<file path="src/rtl/hc595_load_sequencer_if.sv">
// Word handshake plus 74HC595 pin bundle for hc595_load_sequencer.
// slave = the sequencer, master = whoever feeds it words and watches the pins.
interface hc595_load_sequencer_if #(
  parameter int WIDTH = 8
);
  logic             ena;
  logic [WIDTH-1:0] in_data;
  logic             in_valid;
  logic             in_ready;
  logic             ser;
  logic             srclk;
  logic             rclk;
  logic             srclr_n;
  logic             oe_n;
  logic             busy;
  logic             done;

  modport master (
    output ena, in_data, in_valid,
    input  in_ready, ser, srclk, rclk, srclr_n, oe_n, busy, done
  );

  modport slave (
    input  ena, in_data, in_valid,
    output in_ready, ser, srclk, rclk, srclr_n, oe_n, busy, done
  );
endinterface

</file>
<file path="src/rtl/hc595_load_sequencer.sv">
// Serialises a captured word onto a 74HC595 chain (SER/SRCLK), then pulses RCLK.
// Pin outputs are flops loaded from the next-state decode so the 595 never sees glitches.
module hc595_load_sequencer #(
  parameter int WIDTH     = 8,
  parameter int CLK_DIV   = 2,
  parameter bit MSB_FIRST = 1'b1
) (
  input  logic                    clk,
  input  logic                    rst,
  hc595_load_sequencer_if.slave   bus
);
  localparam int DW = $clog2(CLK_DIV + 1);
  localparam int BW = $clog2(WIDTH + 1);
  localparam logic [DW-1:0] DIV_LAST = DW'(CLK_DIV - 1);
  localparam logic [BW-1:0] BIT_LAST = BW'(WIDTH - 1);

  typedef enum logic [2:0] {INIT, IDLE, SHIFT_LO, SHIFT_HI, LATCH, DONE} state_t;

  state_t           state_q, state_n;
  logic [DW-1:0]    div_q, div_n;
  logic [BW-1:0]    bit_q, bit_n;
  logic [WIDTH-1:0] sreg_q, sreg_n;
  logic             ser_q, srclk_q, rclk_q, srclr_n_q, oe_n_q, busy_q, done_q;
  logic             in_ready, accept, div_last, next_bit, shifting_n;

  // busy_q is a flop, so in_ready only carries ena through one AND gate.
  assign in_ready = bus.ena & ~busy_q;
  assign accept   = bus.in_valid & in_ready;
  assign div_last = (div_q == DIV_LAST);

  always_comb begin
    state_n = state_q;
    div_n   = div_q;
    bit_n   = bit_q;
    sreg_n  = sreg_q;
    unique case (state_q)
      INIT: begin
        if (div_last) begin
          state_n = IDLE;
          div_n   = '0;
        end else div_n = div_q + 1'b1;
      end
      IDLE: begin
        if (accept) begin
          sreg_n  = bus.in_data;
          bit_n   = '0;
          div_n   = '0;
          state_n = SHIFT_LO;
        end
      end
      SHIFT_LO: begin
        if (div_last) begin
          div_n   = '0;
          state_n = SHIFT_HI;
        end else div_n = div_q + 1'b1;
      end
      SHIFT_HI: begin
        if (div_last) begin
          div_n = '0;
          bit_n = bit_q + 1'b1;
          if (bit_q == BIT_LAST) state_n = LATCH;
          else begin
            sreg_n  = MSB_FIRST ? (sreg_q << 1) : (sreg_q >> 1);
            state_n = SHIFT_LO;
          end
        end else div_n = div_q + 1'b1;
      end
      LATCH: begin
        if (div_last) begin
          div_n   = '0;
          state_n = DONE;
        end else div_n = div_q + 1'b1;
      end
      DONE:    state_n = IDLE;
      default: state_n = INIT;
    endcase
  end

  assign next_bit   = MSB_FIRST ? sreg_n[WIDTH-1] : sreg_n[0];
  assign shifting_n = (state_n == SHIFT_LO) || (state_n == SHIFT_HI);

  always_ff @(posedge clk or posedge rst) begin
    if (rst) begin
      state_q   <= INIT;
      div_q     <= '0;
      bit_q     <= '0;
      sreg_q    <= '0;
      ser_q     <= 1'b0;
      srclk_q   <= 1'b0;
      rclk_q    <= 1'b0;
      srclr_n_q <= 1'b0;
      oe_n_q    <= 1'b1;
      busy_q    <= 1'b1;
      done_q    <= 1'b0;
    end else begin
      state_q   <= state_n;
      div_q     <= div_n;
      bit_q     <= bit_n;
      sreg_q    <= sreg_n;
      ser_q     <= shifting_n & next_bit;
      srclk_q   <= (state_n == SHIFT_HI);
      rclk_q    <= (state_n == LATCH);
      srclr_n_q <= (state_n != INIT);
      // Outputs stay blanked until the first word has been latched.
      oe_n_q    <= oe_n_q & (state_n != DONE);
      busy_q    <= (state_n != IDLE);
      done_q    <= (state_n == DONE);
    end
  end

  assign bus.in_ready = in_ready;
  assign bus.ser      = ser_q;
  assign bus.srclk    = srclk_q;
  assign bus.rclk     = rclk_q;
  assign bus.srclr_n  = srclr_n_q;
  assign bus.oe_n     = oe_n_q;
  assign bus.busy     = busy_q;
  assign bus.done     = done_q;
endmodule

</file>
<file path="src/flat_wrapper.sv">
// flat-port wrapper written by rule: the top's interface ports become plain ports
module hc595_load_sequencer_flat 
#(
  parameter int WIDTH     = 8,
  parameter int CLK_DIV   = 2,
  parameter bit MSB_FIRST = 1'b1
)
  (clk, rst, bus_ena, bus_in_data, bus_in_valid, bus_in_ready, bus_ser, bus_srclk, bus_rclk, bus_srclr_n, bus_oe_n, bus_busy, bus_done);
  hc595_load_sequencer_if #(.WIDTH(WIDTH)) bus_i ();
  input  logic clk;
  input  logic rst;
  input wire logic [$bits(bus_i.ena)-1:0] bus_ena;
  input wire logic [$bits(bus_i.in_data)-1:0] bus_in_data;
  input wire logic [$bits(bus_i.in_valid)-1:0] bus_in_valid;
  output wire logic [$bits(bus_i.in_ready)-1:0] bus_in_ready;
  output wire logic [$bits(bus_i.ser)-1:0] bus_ser;
  output wire logic [$bits(bus_i.srclk)-1:0] bus_srclk;
  output wire logic [$bits(bus_i.rclk)-1:0] bus_rclk;
  output wire logic [$bits(bus_i.srclr_n)-1:0] bus_srclr_n;
  output wire logic [$bits(bus_i.oe_n)-1:0] bus_oe_n;
  output wire logic [$bits(bus_i.busy)-1:0] bus_busy;
  output wire logic [$bits(bus_i.done)-1:0] bus_done;
  assign bus_i.ena = bus_ena;
  assign bus_i.in_data = bus_in_data;
  assign bus_i.in_valid = bus_in_valid;
  assign bus_in_ready = bus_i.in_ready;
  assign bus_ser = bus_i.ser;
  assign bus_srclk = bus_i.srclk;
  assign bus_rclk = bus_i.rclk;
  assign bus_srclr_n = bus_i.srclr_n;
  assign bus_oe_n = bus_i.oe_n;
  assign bus_busy = bus_i.busy;
  assign bus_done = bus_i.done;
  hc595_load_sequencer #(.WIDTH(WIDTH), .CLK_DIV(CLK_DIV), .MSB_FIRST(MSB_FIRST)) u_core (.clk(clk), .rst(rst), .bus(bus_i));
endmodule
</file>
<file path="config.mk">
export PLATFORM = sky130hd
export DESIGN_NAME = hc595_load_sequencer_flat
export DESIGN_NICKNAME = d
export VERILOG_FILES = /design/src/rtl/hc595_load_sequencer_if.sv /design/src/rtl/hc595_load_sequencer.sv /design/src/flat_wrapper.sv
export SDC_FILE = /design/constraint.sdc
export NUM_CORES = 1
export LEC_CHECK = 0
export CORE_ASPECT_RATIO = 0.5
export CORE_MARGIN = 5
export CORE_UTILIZATION = 30
export DETAILED_ROUTE_END_ITERATION = 10
export DONT_BUFFER_PORTS = 1
export GPL_TIMING_DRIVEN = 1
export MAX_ROUTING_LAYER = met4
export PLACE_DENSITY = 0.45
export SETUP_SLACK_MARGIN = 0.4
export SYNTH_ARGS = -nofsm -noshare
export SYNTH_HDL_FRONTEND = slang
export SYNTH_SLANG_ARGS = --single-unit
</file>
<file path="constraint.sdc">
create_clock -name clk -period 1.45 [get_ports clk]
set_clock_uncertainty 0.15 [all_clocks]
set_input_delay 0.145 -clock clk [delete_from_list [all_inputs] [get_ports clk]]
set_output_delay 0.145 -clock clk [all_outputs]
set_load 0.005 [all_outputs]
</file>
==> impl_metrics.tcl, run 1 <==
set metrics [dict create \
    outcome "complete, but fails checks" \
    violations "setup timing" \
    power.total_mw 3.41 \
    drt_iter0_markers 24 \
    power_leakage_nw 0.908 \
    via_per_inst 4.64 \
    start_util_pct 30.6 \
    synth.avg_cell_area_um2 11.0 \
    rsz0062_at_grt "true" \
    dieArea_um2 5350 \
    hold_viol_final 0 \
    syn_inst 107 \
    fp.dieW_um 98.6 \
    io_pins 20 \
    clockBufferDepth 2 \
    vias 966 \
    dp.cells 179 \
    fin_worst_hold_slack_ns 0.221 \
    slew_headroom_pct 78.6 \
    ctsRootBufferMaster "clkbuf_8" \
    yosys_warnings 0 \
    tns_ns -0.904 \
    arrival_ns 1.58 \
    drc 0 \
    ant_nets 0 \
    setup_slack_ns -0.122 \
    final_cell_mix "buf_4, dfrtp_1, buf_6, dlygate4sd3_1" \
    preCtsSetupSlack_ns -0.159 \
    wl_per_cell_um 14.7 \
    yosysSeqAreaShare_pct 51.2 \
    cap_violations 0 \
    maxSlewViolCount 0 \
    clk_pin_slew_ns 0.08 \
    place_congestion 0.726 \
    area_delta_synth_final_pct 58.3 \
    h-tree-depth 1 \
    rows 16 \
    worst_pin_slew_ns 0.322 \
    synth_cell_types 36 \
    numCtsBuffers 3 \
    grt_pass1_wl_mm 4.80 \
    clock_sinks 24 \
    cp.required_ns 1.46 \
    gr-total-overflow 0 \
    synth-seq-cells 24 \
    synth_fp_nets 120 \
    peakVddDrop_mv 0.528 \
    cp-start-kind "flop" \
    worst_setup_path_end_kind "flop" \
    grt_max_degree 25 \
    worstPathMaxFanout 4 \
    drive_above_1_share_pct 53.2 \
    routed_wl_mm 3.06 \
    track_usage_pct 11.8 \
    layout_commonest_cell "buf_4" \
    stdcell_count 208 \
    placed_area_um2 1420 \
    syn_area_um2 1180 \
    n_antenna_cell 0 \
    setup_viol 14 \
    port_buffers 0 \
    period_needed_ns 1.57 \
    drt_first_pass_iters 4 \
    finish.instance_area_um2 1860 \
    antenna_found_initial 0 \
    fin_util_pct 48.5 \
    max_freq_mhz 636 \
    clk_latency_ns 0.27 \
    cts_tree "done" \
    die_y_um 54.3 \
    critPathKind "reg -> reg" \
    hpwl_mm 1.96 \
    power_density_nw_per_um2 1830 \
    hold_path.class "in -> async" \
    fillers 359 \
    post-route-period-util_pct 108 \
    grt_pass1_vias 992 \
    layout.nets 168 \
    core_region_area_um2 3840 \
]
==> cells by family (layout without fill, tap and decap cells) <==
logic type      Yosys count  in the layout  synth area share, %
compound gates           33             33                 19.7
flops                    24             24                 51.2
fa+ha+maj                 1              1                 1.06
buf+inv                   9             55                 4.68
xor+xnor                  2              2                 1.49
simple gates             38             39                 21.9
==> critical path, cell delays in order (launching register included) <==
cell	delay, ns
dfstp_2	0.54
buf_6	0.10
and4bb_2	0.25
o211ai_1	0.21
xor2_1	0.16
nor2_1	0.06
==> flip-flops by register name, summed over array words and instances, names as in the netlist <==
signal and count:
u_core.div_q 2, u_core.bus.done 1, u_core.bus.ser 1, u_core.bus.srclk 1
u_core.bus.oe_n 1, u_core.bit_q 4, u_core.bus.srclr_n 1, u_core.sreg_q 8
u_core.state_q 3, u_core.bus.rclk 1, u_core.bus.busy 1
==> power breakdown <==
group / total, mW / switching [mW] / internal, mW
clock network: 0.407 / 0.210 / 0.196
registers: 1.08 / 0.175 / 0.901
logic: 1.93 / 0.846 / 1.08
total: 3.41 / 1.23 / 2.18
==> per-layer routing <==
layer	track usage [%]	part of all wire [%]	up-vias
li1	-	-	477
met1	14.9	49	473
met2	19.6	47	12
met3	3.18	3.4	4
met4	2.72	1.0	0
met5	-	0	-
==> timing repair <==
item	4_1_cts	5_1_grt
hold endpoints to repair	33	0
pin swaps	22	12
resized for setup	38	9
endpoints found under the setup margin	27	27
setup buffers	10	5
hold buffers	9	0
gates cloned	0	1
==> worst paths after layout <==
check                      depth (start not counted)  slack (ns)           endpoint        startpoint
max                                                5       -0.12    u_core.bit_q[2]   u_core.bus.busy
min                                                3        0.22    u_core.bit_q[0]               rst
max reg2reg                                        5       -0.12    u_core.bit_q[2]   u_core.bus.busy
min reg2reg                                        1        0.34   u_core.sreg_q[1]  u_core.sreg_q[1]
max in group asynchronous                          3        0.64    u_core.bus.oe_n               rst
min in group clk                                   4        0.26  u_core.state_q[1]           bus_ena
==> final cells by class <==
cell class,instances,area (um2),share of cell area (%)
multi-input cells,75,693,37.2
flip-flops and latches,24,607,32.6
repair buffers,47,432,23.2
well taps,54,67.6,3.62
clock buffers,4,45.0,2.42
inverters,4,20.0,1.07
==> synthesized netlist by cell type <==
library cell / n / area, um2
dfrtp_1: 22 / 551
a21o_1: 7 / 52.6
a22o_1: 7 / 61.3
nand2_1: 6 / 22.5
o21ai_0: 6 / 30.0
a21oi_1: 5 / 25.0
and3_1: 5 / 31.3
nor2_1: 5 / 18.8
nor3_1: 4 / 20.0
inv_1: 3 / 11.3
nand2b_1: 3 / 18.8
o211ai_1: 3 / 22.5
buf_2: 2 / 10.0
buf_6: 2 / 22.5
dfstp_2: 2 / 52.6
nand3_1: 2 / 10.0
nor2b_1: 2 / 12.5
nor2b_2: 2 / 17.5
xor2_1: 2 / 17.5
a21boi_1: 1 / 7.51
a22oi_1: 1 / 7.51
a22oi_2: 1 / 12.5
a31oi_1: 1 / 6.26
and3b_1: 1 / 8.76
and3b_4: 1 / 12.5
and4_4: 1 / 11.3
and4bb_2: 1 / 12.5
buf_4: 1 / 7.51
ha_1: 1 / 12.5
inv_2: 1 / 3.75
nand2b_4: 1 / 13.8
nand3b_1: 1 / 7.51
nand3b_4: 1 / 20.0
nor2_2: 1 / 6.26
nor2b_4: 1 / 13.8
o22ai_1: 1 / 6.26
No activity file was read; power rests on OpenSTA's default activity.
==> run 2: changes to the inputs <==
PLACE_DENSITY = 0.42   (was 0.45)
==> run 2 against run 1 <==
  * The flow still finishes with violations (setup timing)
  * Flip-flop and latch count is the same
  * Worst hold slack lost 0.070 ns
  * Worst setup slack lost 0.0068 ns
  * Sequential share of layout area grew 1.7 points
  * Design area shrank 4.8%
  * Final cell count shrank 4.8%
  * Register-to-register slack is essentially flat
  * Combinational power shrank 13%
  * Fmax shrank 0.43%
  * Global-route usage is essentially flat
  * Clock power grew 2%
  * Power shrank 5.6%
  * Critical path type unchanged
  * Largest power group unchanged
==> impl_metrics.tcl, run 2 (same netlist as run 1, synthesis figures left out) <==
set metrics [dict create \
    place_congestion 0.717 \
    finish.instance_area_um2 1770 \
    core_region_area_um2 3840 \
    track_usage_pct 11.8 \
    cp.required_ns 1.47 \
    layout_commonest_cell "dfrtp_1" \
    ant_nets 0 \
    hold_viol_final 0 \
    crit_path_top_delay_cell "dfstp_2" \
    drt_iter0_markers 32 \
    routed_wl_mm 2.93 \
    post-route-period-util_pct 109 \
    rsz0062_at_grt "true" \
    port_buffers 0 \
    preCtsSetupSlack_ns -0.174 \
    dieArea_um2 5350 \
    clock_sinks 24 \
    clkPwrFrac_pct 12.9 \
    fillers 377 \
    peakVddDrop_mv 0.519 \
    start_util_pct 30.6 \
    cp_top_family "flip-flops" \
    top_regs "u_core.sreg_q: 8 flops, u_core.bit_q: 4 flops, u_core.state_q: 3 flops" \
    crit_buf_inv 0 \
    power.total_mw 3.22 \
    period_needed_ns 1.58 \
    largest-register "u_core.sreg_q" \
    die_y_um 54.3 \
    grt_max_degree 25 \
    power_leakage_nw 0.852 \
    r2r_slack_ns -0.13 \
    fp.dieW_um 98.6 \
    tns_ns -1.15 \
    worst_pin_slew_ns 0.329 \
    setup_viol 13 \
    layout.nets 158 \
    cts_tree "done" \
    placed_area_um2 1400 \
    arrival_ns 1.60 \
    power_frac_seq_pct 35.1 \
    wl_per_cell_um 14.8 \
    drt_first_pass_iters 4 \
    hold_path.class "in -> reg" \
    antenna_found_initial 0 \
    h-tree-depth 1 \
    cp-start-kind "flop" \
    pwr-share-comb_pct 52.0 \
    io_pins 20 \
    vias 943 \
    via_per_inst 4.76 \
    power_density_nw_per_um2 1810 \
    clockBufferDepth 2 \
    intPower_mw 2.03 \
    critPathKind "reg -> reg" \
    hpwl_mm 1.94 \
    ctsRootBufferMaster "clkbuf_8" \
    worst_setup_path_end_kind "flop" \
    max_freq_mhz 633 \
    cap_violations 0 \
    final_cell_mix "dfrtp_1, buf_4, buf_6, dlygate4sd3_1" \
    drive_above_1_share_pct 51.4 \
    gr-total-overflow 0 \
    area_delta_synth_final_pct 50.7 \
    path_cells "and3b_2 -> and3_4 -> a22o_1 -> a21o_1" \
    worstPathMaxFanout 5 \
    slew_headroom_pct 78.1 \
    rows 16 \
    clk_pin_slew_ns 0.09 \
    n_antenna_cell 0 \
    swShare_pct 36.7 \
    violations "setup timing" \
    outcome "complete, but fails checks" \
    setup_slack_ns -0.129 \
    drc 0 \
    grt_pass1_wl_mm 4.72 \
    fin_util_pct 46.2 \
    maxSlewViolCount 0 \
    cp_slowest_stage_delay_ns 0.54 \
    grt_pass1_vias 942 \
    numCtsBuffers 3 \
    p_switching_mw 1.18 \
    clk_latency_ns 0.27 \
    largest_reg_flops 8 \
]
==> run 2: cell types whose count changed in the layout (fill, tap and decap cells not counted), sizes merged <==
cell	delta
buf	-10
==> run 2: area by class of cell <==
| class | instances | area, um2 | area share, % |
|---|---|---|---|
| tap | 54 | 67.6 | 3.81 |
| multi-input combinational | 75 | 691 | 38.9 |
| timing repair buffer | 37 | 345 | 19.5 |
| inverter | 4 | 17.5 | 0.987 |
| sequential | 24 | 608 | 34.3 |
| clock buffer | 4 | 45.0 | 2.54 |
==> run 2: metal layers <==
| layer | up-vias | global-route usage [%] | part of all wire, % |
|---|---|---|---|
| met5 | - | - | 0 |
| met4 | 0 | 1.36 | 0 |
| met3 | 0 | 3.94 | 3.4 |
| met2 | 11 | 18.5 | 43 |
| met1 | 472 | 15.7 | 53 |
| li1 | 460 | - | - |
==> run 2: final timing paths <==
kind                                      to        startpoint  cells after the start
hold reg to reg             u_core.sreg_q[5]  u_core.sreg_q[5]                      1
setup reg to reg            u_core.sreg_q[4]   u_core.bus.busy                      4
hold / removal             u_core.state_q[1]           bus_ena                      3
min in group asynchronous     u_core.bus.ser               rst                      3
setup / recovery            u_core.sreg_q[4]   u_core.bus.busy                      4
max in group asynchronous    u_core.bus.oe_n               rst                      3
==> run 2: worst reg2reg max path, cell delays in order, from the launching register on <==
cell	delay [ns]
dfstp_2	0.54
and3b_2	0.25
and3_4	0.21
a22o_1	0.18
a21o_1	0.15
==> run 2: repair_timing <==
action	4_1_cts	5_1_grt
gates cloned	1	0
pin swaps	11	8
endpoints found under the hold margin	33	0
setup buffers	7	1
setup endpoints to repair	27	27
gates resized for setup	40	7
hold buffers	9	0
==> run 2: stage by stage <==
step / cells / hold slack (ns)
after detailed placement: 176 / -0.0362
after global routing: 198 / 0.157
after global placement: 176 / -0.0410
after floorplan: 107 / 0.00814
after CTS: 197 / 0.177
final: 198 / 0.151
==> run 2: power by group through the flow <==
| stage | clock, mW | combinational, mW | sequential [mW] |
|---|---|---|---|
| after CTS | 0.440 | 1.61 | 1.12 |
| after detailed placement | 0 | 1.20 | 1.10 |
| final | 0.415 | 1.67 | 1.13 |
| after global placement | 0 | 1.19 | 1.10 |
| after floorplan | 0 | 0.925 | 1.04 |
| after global routing | 0.470 | 1.82 | 1.16 |
==> run 3: changes to the inputs <==
CORE_UTILIZATION = 34   (was 30)
PLACE_DENSITY = 0.47   (was 0.42)
==> run 3 against run 2 <==
  * The run still ends with setup timing left
  * Sequential power shrank 4%
  * Fmax grew 1.3%
  * Clock-buffer cell count is the same
  * Worst hold slack gained 0.066 ns
  * Combinational power grew 6%
  * Register-to-register slack gained 0.02 ns
  * Critical path depth is the same
  * Clock power shrank 2%
  * Die area shrank 10%
==> impl_metrics.tcl, run 3 (same netlist as run 1, synthesis figures left out) <==
set metrics [dict create \
    die_y_um 51.6 \
    use_met2_pct 21.3 \
    dieArea_um2 4810 \
    layout.nets 163 \
    path_cells "and3b_2 -> and3_4 -> a22o_1 -> a21o_1" \
    drc 0 \
    top_regs "u_core.sreg_q: 8 flops, u_core.bit_q: 4 flops, u_core.state_q: 3 flops" \
    worst_setup_path_end_kind "flop" \
    clk_latency_ns 0.27 \
    grt_pass1_wl_mm 4.93 \
    largest_reg_flops 8 \
    port_buffers 0 \
    outcome "complete, but fails checks" \
    grt_max_degree 25 \
    r2r_slack_ns -0.11 \
    cp_top_family "flip-flops" \
    via_per_inst 5.12 \
    worstPathMaxFanout 9 \
    power.total_mw 3.26 \
    power_leakage_nw 0.889 \
    io_pins 20 \
    n_antenna_cell 0 \
    final_cell_mix "dfrtp_1, buf_4, buf_6, dlygate4sd3_1" \
    period_needed_ns 1.56 \
    met3_usage_pct 4.48 \
    ctsRootBufferMaster "clkbuf_8" \
    fp.dieW_um 93.2 \
    grt_pass1_vias 1029 \
    reg2reg_depth 4 \
    numCtsBuffers 3 \
    area_delta_synth_final_pct 52.0 \
    critPathKind "reg -> reg" \
    drt_iter0_markers 28 \
    tns_ns -0.970 \
    clk_pin_slew_ns 0.08 \
    setup_slack_ns -0.109 \
    cp_slowest_stage_delay_ns 0.54 \
    hold_viol_final 0 \
    setup_viol 13 \
    wl_per_cell_um 15.7 \
    h-tree-depth 1 \
    ant_nets 0 \
    maxSlewViolCount 0 \
    rows 15 \
    arrival_ns 1.57 \
    largest-register "u_core.sreg_q" \
    crit_path_top_delay_cell "dfstp_2" \
    clock_sinks 24 \
    core_region_area_um2 3380 \
    grt_use_met1_pct 17.7 \
    drt_first_pass_iters 4 \
    vias 978 \
    hpwl_mm 1.93 \
    clockBufferDepth 2 \
    cp.required_ns 1.46 \
    r2r_end "u_core.sreg_q[4]" \
    crit_buf_inv 0 \
    gr-total-overflow 0 \
    slew_headroom_pct 78.7 \
    fillers 291 \
    place_congestion 0.837 \
    max_freq_mhz 641 \
    violations "setup timing" \
    fin_util_pct 53.0 \
    globalRoute.busiestLayer "met2" \
    antenna_found_initial 0 \
    track_usage_pct 14.0 \
    layout_commonest_cell "dfrtp_1" \
    drive_above_1_share_pct 50.3 \
    cts_tree "done" \
    hold_path.class "in -> async" \
    routed_wl_mm 3.00 \
    peakVddDrop_mv 0.687 \
    worst_pin_slew_ns 0.319 \
    post-route-period-util_pct 108 \
    power_density_nw_per_um2 1820 \
    cap_violations 0 \
    rsz0062_at_grt "true" \
    cp-start-kind "flop" \
    start_util_pct 34.9 \
    r2r_start "u_core.bus.busy" \
]
## run 3: cell types whose count changed in the layout (fill, tap and decap cells not counted), moves of 2 or more
cell | previous run | this run
buf_6 | 12 | 16
a21oi_2 | 3 | 1
nand2_2 | 3 | 1
a21oi_1 | 2 | 4
buf_4 | 16 | 18
## run 3: stage by stage
stage / cell area (um2) / worst slack [ns] / instances / hold slack [ns]
global route: 1790 / -0.170 / 191 / 0.219
CTS: 1720 / -0.106 / 184 / 0.184
finish: 1790 / -0.109 / 191 / 0.217
detailed placement: 1370 / -0.159 / 162 / -0.0397
floorplan: 1230 / -0.135 / 107 / 0.00814
global placement: 1370 / -0.117 / 162 / -0.0528
## run 3: area by class of cell
class | instances | area, um2 | share of cell area (%)
Clock buffer | 4 | 45.0 | 2.52
Timing Repair Buffer | 43 | 405 | 22.7
Inverter | 4 | 17.5 | 0.979
Sequential cell | 24 | 607 | 33.9
Tap cell | 42 | 52.6 | 2.94
Multi-Input combinational cell | 74 | 662 | 37.0
## run 3: worst max path at each step
stage | startpoint | to | slack [ns] | depth (start not counted)
floorplan | u_core.bus.busy | u_core.sreg_q[1] | -0.13 | 5
global placement | u_core.bus.busy | u_core.sreg_q[3] | -0.12 | 4
detailed placement | u_core.bus.busy | u_core.sreg_q[4] | -0.16 | 4
CTS | u_core.bus.busy | u_core.bit_q[3] | -0.11 | 5
global route | u_core.bus.busy | u_core.bit_q[3] | -0.17 | 5
finish | u_core.bus.busy | u_core.sreg_q[4] | -0.11 | 4
## run 3: power breakdown
part / switching (mW) / internal, mW
clock: 0.211 / 0.197
sequential: 0.181 / 0.901
combinational: 0.780 / 0.986
total: 1.17 / 2.08
## run 3: tightest hold or removal path, cell delays in order
cell	delay, ns
dlygate4sd3_1	0.53
inv_1	0.06
buf_4	0.30
## run 3: routing by layer
metal,share of wire [%],vias to the layer above
li1,-,468
met1,47,482
met2,46,19
met3,4.8,9
met4,2.0,0
met5,0,-
## run 3: timing repair
| action | in CTS | in global routing |
|---|---|---|
| setup buffers | 9 | 7 |
| endpoints found under the setup margin | 27 | 27 |
| resized for setup | 38 | 6 |
| hold endpoints to repair | 33 | 0 |
| hold buffers | 9 | 0 |
| pin swaps | 17 | 6 |
